--- src/rtl/vga_timing_pkg.sv ---
// vga_timing_pkg: 640x480@60 timing constants shared by the sync generators
// and the receiver, lock FSM state encoding and a saturating counter helper.
package vga_timing_pkg;

  localparam int H_TOTAL     = 800;
  localparam int H_SYNC      = 96;
  localparam int H_ACT_START = 144;
  localparam int H_ACTIVE    = 640;
  localparam int V_TOTAL     = 525;
  localparam int V_SYNC      = 2;
  localparam int V_ACT_START = 35;
  localparam int V_ACTIVE    = 480;
  localparam int LOCK_FRAMES = 2;

  typedef enum logic [1:0] {
    UNLOCKED = 2'd0,
    ACQUIRE  = 2'd1,
    LOCKED   = 2'd2
  } lock_state_t;

  function automatic logic [9:0] sat_inc10(input logic [9:0] v);
    return (v == 10'h3FF) ? v : v + 10'd1;
  endfunction

endpackage

--- src/rtl/sync_edge_det.sv ---
// sync_edge_det: holds the last strobe-sampled level of an active-low sync
// input and flags a 1->0 transition on the strobe that samples the low level.
//   clk     system clock
//   rst     asynchronous active-high reset (history resets to idle high)
//   px_en   pixel-clock enable
//   sync_in raw sync input
//   fall    combinational: high on the strobe cycle that sees the falling edge
module sync_edge_det (
  input  logic clk,
  input  logic rst,
  input  logic px_en,
  input  logic sync_in,
  output logic fall
);

  logic sync_q;

  always_ff @(posedge clk or posedge rst) begin
    if (rst)        sync_q <= 1'b1;
    else if (px_en) sync_q <= sync_in;
  end

  assign fall = px_en & sync_q & ~sync_in;

endmodule

--- src/rtl/vga_rx.sv ---
// vga_rx: VGA receiver. Recovers pixel position from hsync/vsync, checks line
// and frame lengths, runs a lock FSM and emits one strobe per active pixel.
//   clk, i_sclr          clock, asynchronous active-high reset
//   i_px_clk             pixel-clock enable (one clk wide)
//   i_hsync, i_vsync     active-low syncs
//   i_red/green/blue     pixel colour
//   o_px_valid, o_x, o_y, o_red/green/blue   active pixel, 1 clk after strobe
//   o_frame_start        frame start pulse while locked
//   o_locked             lock FSM in LOCKED
//   o_line_err, o_frame_err  timing error pulses
//
// state    | meaning
// UNLOCKED | waiting for a frame start
// ACQUIRE  | counting consecutive clean frames
// LOCKED   | timing trusted, pixels are emitted
module vga_rx
  import vga_timing_pkg::*;
#(
  parameter int H_TOTAL     = vga_timing_pkg::H_TOTAL,
  parameter int H_ACT_START = vga_timing_pkg::H_ACT_START,
  parameter int H_ACTIVE    = vga_timing_pkg::H_ACTIVE,
  parameter int V_TOTAL     = vga_timing_pkg::V_TOTAL,
  parameter int V_ACT_START = vga_timing_pkg::V_ACT_START,
  parameter int V_ACTIVE    = vga_timing_pkg::V_ACTIVE,
  parameter int LOCK_FRAMES = vga_timing_pkg::LOCK_FRAMES
) (
  input  logic       clk,
  input  logic       i_sclr,
  input  logic       i_px_clk,
  input  logic       i_hsync,
  input  logic       i_vsync,
  input  logic [3:0] i_red,
  input  logic [3:0] i_green,
  input  logic [3:0] i_blue,
  output logic       o_px_valid,
  output logic [9:0] o_x,
  output logic [9:0] o_y,
  output logic [3:0] o_red,
  output logic [3:0] o_green,
  output logic [3:0] o_blue,
  output logic       o_frame_start,
  output logic       o_locked,
  output logic       o_line_err,
  output logic       o_frame_err
);

  localparam logic [9:0] H_LAST = 10'(H_TOTAL - 1);
  localparam logic [9:0] V_LAST = 10'(V_TOTAL - 1);
  localparam logic [9:0] H_A0   = 10'(H_ACT_START);
  localparam logic [9:0] H_A1   = 10'(H_ACT_START + H_ACTIVE);
  localparam logic [9:0] V_A0   = 10'(V_ACT_START);
  localparam logic [9:0] V_A1   = 10'(V_ACT_START + V_ACTIVE);
  localparam logic [3:0] LOCK_N = 4'(LOCK_FRAMES);

  logic        hfe, vfe;
  logic [9:0]  hcnt, vcnt, hcnt_nxt, vcnt_nxt;
  logic        frame_pend, frame_pend_nxt, seen_hfe;
  logic        frame_start, line_err, frame_err, window;
  lock_state_t state, state_nxt;
  logic [3:0]  good, good_nxt;
  logic        frame_bad, frame_bad_nxt;

  sync_edge_det u_hs_edge (
    .clk     (clk),
    .rst     (i_sclr),
    .px_en   (i_px_clk),
    .sync_in (i_hsync),
    .fall    (hfe)
  );

  sync_edge_det u_vs_edge (
    .clk     (clk),
    .rst     (i_sclr),
    .px_en   (i_px_clk),
    .sync_in (i_vsync),
    .fall    (vfe)
  );

  // Position tracking; edges are already strobe-qualified.
  always_comb begin
    hcnt_nxt       = hfe ? 10'd0 : sat_inc10(hcnt);
    // The first hfe after reset has no preceding line to measure.
    line_err       = hfe & seen_hfe & (hcnt != H_LAST);
    // A pending vfe (or a coincident one) makes the next hfe the frame start.
    frame_start    = hfe & (frame_pend | vfe);
    frame_err      = frame_start & (vcnt != V_LAST);
    vcnt_nxt       = vcnt;
    frame_pend_nxt = frame_pend;
    if (frame_start) begin
      vcnt_nxt       = 10'd0;
      frame_pend_nxt = 1'b0;
    end else begin
      if (hfe) vcnt_nxt = sat_inc10(vcnt);
      if (vfe) frame_pend_nxt = 1'b1;
    end
    window = (hcnt_nxt >= H_A0) && (hcnt_nxt < H_A1) &&
             (vcnt_nxt >= V_A0) && (vcnt_nxt < V_A1);
  end

  always_comb begin
    state_nxt     = state;
    good_nxt      = good;
    frame_bad_nxt = frame_bad;
    case (state)
      UNLOCKED: begin
        if (frame_start) begin
          state_nxt     = ACQUIRE;
          good_nxt      = 4'd0;
          frame_bad_nxt = 1'b0;
        end
      end
      ACQUIRE: begin
        if (frame_start) begin
          // A line error on the frame's closing hsync still counts against it.
          frame_bad_nxt = 1'b0;
          if (frame_bad | line_err | frame_err) begin
            good_nxt = 4'd0;
          end else begin
            good_nxt = good + 4'd1;
            if (good + 4'd1 == LOCK_N) state_nxt = LOCKED;
          end
        end else if (line_err) begin
          frame_bad_nxt = 1'b1;
        end
      end
      LOCKED: begin
        if (line_err | frame_err) state_nxt = UNLOCKED;
      end
      default: state_nxt = UNLOCKED;
    endcase
  end

  always_ff @(posedge clk or posedge i_sclr) begin
    if (i_sclr) begin
      state     <= UNLOCKED;
      good      <= 4'd0;
      frame_bad <= 1'b0;
    end else if (i_px_clk) begin
      state     <= state_nxt;
      good      <= good_nxt;
      frame_bad <= frame_bad_nxt;
    end
  end

  always_ff @(posedge clk or posedge i_sclr) begin
    if (i_sclr) begin
      hcnt          <= 10'd0;
      vcnt          <= 10'd0;
      frame_pend    <= 1'b0;
      seen_hfe      <= 1'b0;
      o_px_valid    <= 1'b0;
      o_x           <= 10'd0;
      o_y           <= 10'd0;
      o_red         <= 4'd0;
      o_green       <= 4'd0;
      o_blue        <= 4'd0;
      o_frame_start <= 1'b0;
      o_line_err    <= 1'b0;
      o_frame_err   <= 1'b0;
    end else begin
      o_px_valid    <= 1'b0;
      o_frame_start <= 1'b0;
      o_line_err    <= 1'b0;
      o_frame_err   <= 1'b0;
      if (i_px_clk) begin
        hcnt          <= hcnt_nxt;
        vcnt          <= vcnt_nxt;
        frame_pend    <= frame_pend_nxt;
        seen_hfe      <= seen_hfe | hfe;
        // Gated on the next state so an erroring pixel is already suppressed.
        o_px_valid    <= window & (state_nxt == LOCKED);
        o_x           <= hcnt_nxt - H_A0;
        o_y           <= vcnt_nxt - V_A0;
        o_red         <= i_red;
        o_green       <= i_green;
        o_blue        <= i_blue;
        o_frame_start <= frame_start & (state_nxt == LOCKED);
        o_line_err    <= line_err;
        o_frame_err   <= frame_err;
      end
    end
  end

  assign o_locked = (state == LOCKED);

endmodule

--- config.mk ---
export PLATFORM = sky130hd
export DESIGN_NAME = vga_rx
export DESIGN_NICKNAME = d
export VERILOG_FILES = /design/src/rtl/vga_timing_pkg.sv /design/src/rtl/sync_edge_det.sv /design/src/rtl/vga_rx.sv
export SDC_FILE = /design/constraint.sdc
export NUM_CORES = 1
export LEC_CHECK = 0
export ABC_AREA = 1
export CAP_MARGIN = 25
export CORE_AREA = 5 5 103 105
export DETAILED_ROUTE_END_ITERATION = 7
export DIE_AREA = 0 0 108 110
export HOLD_SLACK_MARGIN = 0.12
export PLACE_DENSITY_LB_ADDON = 0.12
export SETUP_SLACK_MARGIN = 0.15
export SLEW_MARGIN = 20
export SYNTH_ARGS = -nofsm -noshare
export SYNTH_HDL_FRONTEND = slang
export SYNTH_SLANG_ARGS = --single-unit
--- constraint.sdc ---
create_clock -name clk -period 4.6 [get_ports clk]
set_clock_uncertainty 0.05 [all_clocks]
set_input_delay 0.92 -clock clk [delete_from_list [all_inputs] [get_ports clk]]
set_output_delay 0.92 -clock clk [all_outputs]
set_load 0.03 [all_outputs]
; ---- After elaboration in Yosys (flattened, before gate mapping)
; Cells that the tools add are included.
[word_totals]
ff_bits = 67
output_inout_bits = 37
[op_classes]
bitwise_logic = 17
n_reduce_logical = 9
order_cmp = 4
addsub = 5
eq_ne = 11
muxes = 25
[op_table]
columns = op, n
row1 = two-way mux 10 bit, 5
row2 = "adder 10 x 1 -> 10 bit, second input constant", 2
row3 = "equality test 10 bit, second input constant", 2
row4 = "less-than comparator 10 bit, second input constant", 2
row5 = "inequality test 10 bit, second input constant", 2
row6 = two-way mux 4 bit, 3
row7 = bitwise AND 1 bit, 10
row8 = ">= comparator 10 x 6 -> 1 bit, second input constant", 1
row9 = ">= comparator 10 x 8 -> 1 bit, second input constant", 1
row10 = two-way mux 2 bit, 5
row11 = "subtractor 10 x 6 -> 10 bit, second input constant", 1
row12 = "subtractor 10 x 8 -> 10 bit, second input constant", 1
row13 = two-way mux 1 bit, 9
row14 = one-hot mux 4 bit (2 select lines), 1
row15 = AND reduction 4 bit, 2
row16 = one-hot mux 2 bit (3 select lines), 1
row17 = bitwise OR 1 bit, 5
row18 = "adder 4 x 1 -> 4 bit, second input constant", 1
row19 = "equality test 2 bit, second input constant", 2
row20 = "equality test 4 x 2 -> 1 bit, second input constant", 1
row21 = "inequality test 2 bit, second input constant", 2
row22 = nonzero test 2 bit, 2
row23 = logical AND 1 bit, 3
row24 = "inequality test 3 bit, second input constant", 1
row25 = 5 further kinds, 6

; ---- Depth between registers and ports, before layout
[depth]
ltp_word = 12
ltp_mapped = 15
depth_no_buf = 15

; ---- Cells and area by module
; From an unflattened synthesis, not the netlist that was laid out.
[unflattened]
cells_unflattened = 493
area_unflattened_um2 = 3709.8
[by_module_without_submodules]
columns = module, n_inst, area_each_um2, seq_area_each_um2, cells_per_inst
row1 = vga_rx, 1, 3604.7, 1526.5, 477
row2 = sync_edge_det, 2, 52.6, 26.3, 8

; ---- Worst setup path before layout
; No wires, ideal clock.
[synth_timing]
path_type = input-to-reg
from = input port i_hsync
to = register o_y[8]
path_slack_ns = 2.143
path_stages = 14
n_path_buf = 1
t_arrival_ns = 2.287
path_cell_list = inv_1 -> nand3_4 -> a21oi_4 -> inv_2 -> buf_6 -> nand2_2 -> nor2_2 -> ha_1 -> inv_1 -> nand2_1 -> nand2_1 -> nand2_1 -> nand2_1 -> o21ai_1
[synth_via]
elab_chain_cells = 5
word_cells_on_any_way = 6
[synth_lines]
columns = element, line_no
row1 = from (decl), vga_rx.sv:30  ; input logic i_hsync,
row2 = NOT 1 bit (*), sync_edge_det.sv:23  ; assign fall = px_en & sync_q & ~sync_in;
row3 = bitwise AND 1 bit (*), sync_edge_det.sv:23
row4 = two-way mux 10 bit or bitwise AND 1 bit (tied branches), "vga_rx.sv:93, vga_rx.sv:85"
row5 = two-way mux 10 bit (*), vga_rx.sv:89  ; if (frame_start) begin
row6 = net vcnt_nxt[1], vga_rx.sv:56  ; logic [9:0] hcnt, vcnt, hcnt_nxt, vcnt_nxt;
row7 = subtractor 10 x 6 -> 10 bit (*), vga_rx.sv:173  ; o_y <= vcnt_nxt - V_A0;
row8 = to (signal assigned), vga_rx.sv:173
row9 = to (decl), vga_rx.sv:37  ; output logic [9:0] o_y,
; Mark *: on every way through the listed nets, which the timed path passes. The rest lies on a longest branch.
; A chain may end at the register's enable or synchronous reset.

; ---- Final worst setup path
[layout_timing]
from = input port i_px_clk
to = register o_y[8]
[layout_via]
elab_chain_cells = 6
word_cells_on_any_way = 9
[layout_lines]
columns = element, line_no
row1 = from (decl), vga_rx.sv:29  ; input logic i_px_clk,
row2 = bitwise AND 1 bit (2 in a row), sync_edge_det.sv:23
row3 = bitwise OR 1 bit, vga_rx.sv:85  ; frame_start = hfe & (frame_pend | vfe);
row4 = bitwise AND 1 bit, vga_rx.sv:85
row5 = two-way mux 10 bit (*), vga_rx.sv:89
row6 = net vcnt_nxt[1], vga_rx.sv:56
row7 = subtractor 10 x 6 -> 10 bit (*), vga_rx.sv:173
; Marked as above.

==> impl_metrics.yaml <==
power:
  p_per_area_nw_per_um2: 479
  intPower_uw: 1280
  pwr-share-comb_pct: 37.2
  clkPwrFrac_pct: 25.9
  vdd_drop_max_uv: 190
  p_sw_uw: 816
  p_sw_share_pct: 38.9
  pwr-share-seq_pct: 36.9
  fin_total_pwr_uw: 2100
  leakage_uw: 0.00211
grt:
  grt-busiest-layer: "met2"
  antenna_found_initial: 0
  grt_max_degree: 43
  overflow: 0
  use_met3_pct: 5.24
  grt_pass1_vias: 2979
  grtUsageTotal_pct: 15.6
  grt_use_met2_pct: 23.1
  groute.layer.met1.usage_pct: 21.5
  grt_pass1_wl_mm: 14.6
clocking:
  cts_resized: 0
  h-tree-depth: 3
  clockBufferDepth: 2
  path_clk_slew_ns: 0.07
  cts_sinks: 63
  cts_root_buf: "clkbuf_8"
  cts_tree: "done"
  post_cts_buffers: 0
  worstSkewPairLatency_ns: 0.34
  numCtsBuffers: 9
  hold_buffers: 0
sta:
  max_slew_margin_pct: 63.4
  hold_viol_final: 0
  fin_crit_sh_pct: 63.5
  clock.fmax_mhz: 342
  tightest_slew_ns: 0.548
  holdWs_ns: 0.403
  min_period_ns: 2.92
  tns_ns: 0
  drv_slew: 0
  rsz0062_at_grt: "false"
  finalSetupViolations: 0
synth:
  netlist_top_cells_count: "148 x nand2_1, 61 x dfrtp_1, 51 x inv_1, 38 x nand3_1, 37 x nor2_1"
  ys.flop_type: "dfrtp_1"
  yosysTopAreaCell: "dfrtp_1"
  syn_avg_cell_area_um2: 7.59
  yosys_warnings: 0
  netlist_area_um2: 3520
  seq_area_frac_synth_pct: 44.9
  synth.most_common_cell: "nand2_1"
  synthesis.nets: 489
  synth_edf_count: 0
  async_flop_share_pct: 100
  postSynthCellCount: 464
  synth_top_area_share_pct: 43.4
  synth_area_leaders: "dfrtp_1 43%, nand2_1 16%, inv_1 5.4%"
  ys_seq_elements: 63
  ys_types: 35
flow_run:
  cap_violations: 0
critical_path:
  crit_type: "primary input to flop"
  reg2reg_depth: 11
  startpoint_type: "primary input"
  startpoint: "i_px_clk"
  r2r_setup_slack_ns: 2.11
  crit_path_max_fanout: 17
  reg2reg_from: "o_x[0]"
  arrival_ns: 3.10
  cp-endpoint: "o_y[8]"
  r2r_end: "o_x[8]"
  cp.required_ns: 4.78
  end_kind: "flop"
die:
  rows: 36
  die_h_um: 110
  fp.dieW_um: 108
  start_util_pct: 36.9
  ios: 54
  core_area_um2: 9550
  fp.dieArea_um2: 11900
routing:
  ant_nets: 0
  drt_iter0_drc: 166
  dr_total_vias: 3090
  detail_route.wl_per_cell_um: 13.2
  drt_wl_total_mm: 8.63
  drc: 0
  dr.pass1.iters: 4
  via_per_inst: 4.72
final_layout:
  n_fill_cell: 983
  seq_area_um2: 1580
  drive_gt1_share_pct: 9.60
  multi_input_area_um2: 1640
  finalNetCount: 541
  antennaDiodeCount: 0
  areaGrowthSynthToFinish_pct: 24.5
place:
  detailed_place_hpwl_mm: 6.43
  gp_congestion: 0.855
  port_buffers: 53
run_status:
  outcome: "finished, final reports clean"
min_path:
  hold_class: "flop to flop"
critical path: stages:
cell and delay, ns:
clkdlybuf4s50_1 0.56, nand3_4 0.23, a21oi_4 0.32, inv_2 0.20, nand2_2 0.12, nor2_2 0.05, ha_1 0.22, inv_1 0.09
nand2_1 0.09, nand2_1 0.11, nand2_1 0.07, nand2_1 0.06, o21ai_1 0.06
worst min-delay path by stage:
stage                     startpoint  endpoint  slack [ns]  depth (start not counted)
after floorplan             seen_hfe  seen_hfe        0.37                          2
after global placement      seen_hfe  seen_hfe        0.39                          2
after detailed placement    seen_hfe  seen_hfe        0.39                          2
after CTS                   seen_hfe  seen_hfe        0.41                          2
after global routing        seen_hfe  seen_hfe        0.42                          2
final                       seen_hfe  seen_hfe        0.40                          2
final cells by class:
cell class | instances | area share [%]
clock inverters | 5 | 1.86
well taps | 133 | 3.80
repair buffers | 57 | 12.8
multi-input cells | 329 | 37.5
flip-flops and latches | 63 | 36.0
inverters | 56 | 4.80
clock buffers | 11 | 3.23
layout by cell type (no fill, tap or decap), types with 3 or more instances in the layout:
cell,instances
a31oi_1,4
clkbuf_8,10
dfrtp_1,61
nor3_1,4
clkdlybuf4s50_1,53
a21oi_1,10
nand3_2,6
nor2_4,4
ha_1,8
nor2_1,37
buf_4,4
xor2_1,6
inv_1,50
nand2_2,4
nand3_1,38
nand2_1,148
inv_2,5
nand4_1,9
nor2_2,3
o21ai_0,32
logic make-up (layout without fill, tap and decap cells):
family	Yosys count	in the layout	share of synthesized area, %
AOI/OAI and AO/OA	55	55	8.78
DFF	63	63	44.9
buffers and inverters	72	129	8.42
xor gates and xnor gates	8	8	1.99
adders and majority gates	8	8	2.84
and+or+nand+nor	258	258	33.1
sequential cells by signal, summed over array words and instances (netlist names), 4 cells and up:
| signal | count |
|---|---|
| o_green | 4 |
| o_blue | 4 |
| hcnt | 6 |
| o_y | 10 |
| o_red | 4 |
| good | 4 |
| o_x | 10 |
| vcnt | 10 |
power by group through the flow:
stage,Combinational (uW),Sequential [uW],Clock [uW]
6_report,781,775,544
5_1_grt,868,794,585
4_1_cts,790,777,561
3_5_place_dp,784,786,0
3_3_place_gp,785,785,0
2_1_floorplan,431,872,0
metrics by stage:
| step | utilization [%] | cell area, um2 | setup WS [ns] | cells |
|---|---|---|---|---|
| floorplan | - | 3520 | 2.06 | 464 |
| global placement | 43.6 | 4160 | 1.36 | 638 |
| detailed placement | 43.6 | 4160 | 1.31 | 638 |
| CTS | 45.9 | 4380 | 1.68 | 654 |
| global route | 45.9 | 4380 | 1.41 | 654 |
| finish | 45.9 | 4380 | 1.68 | 654 |
per-layer routing:
layer  share of wire [%]  wire length, um
met1                  47             4080
met2                  44             3830
met3                 6.4              555
met4                 1.9              161
met5                   0                0
No activity file was read; power rests on OpenSTA's default activity.
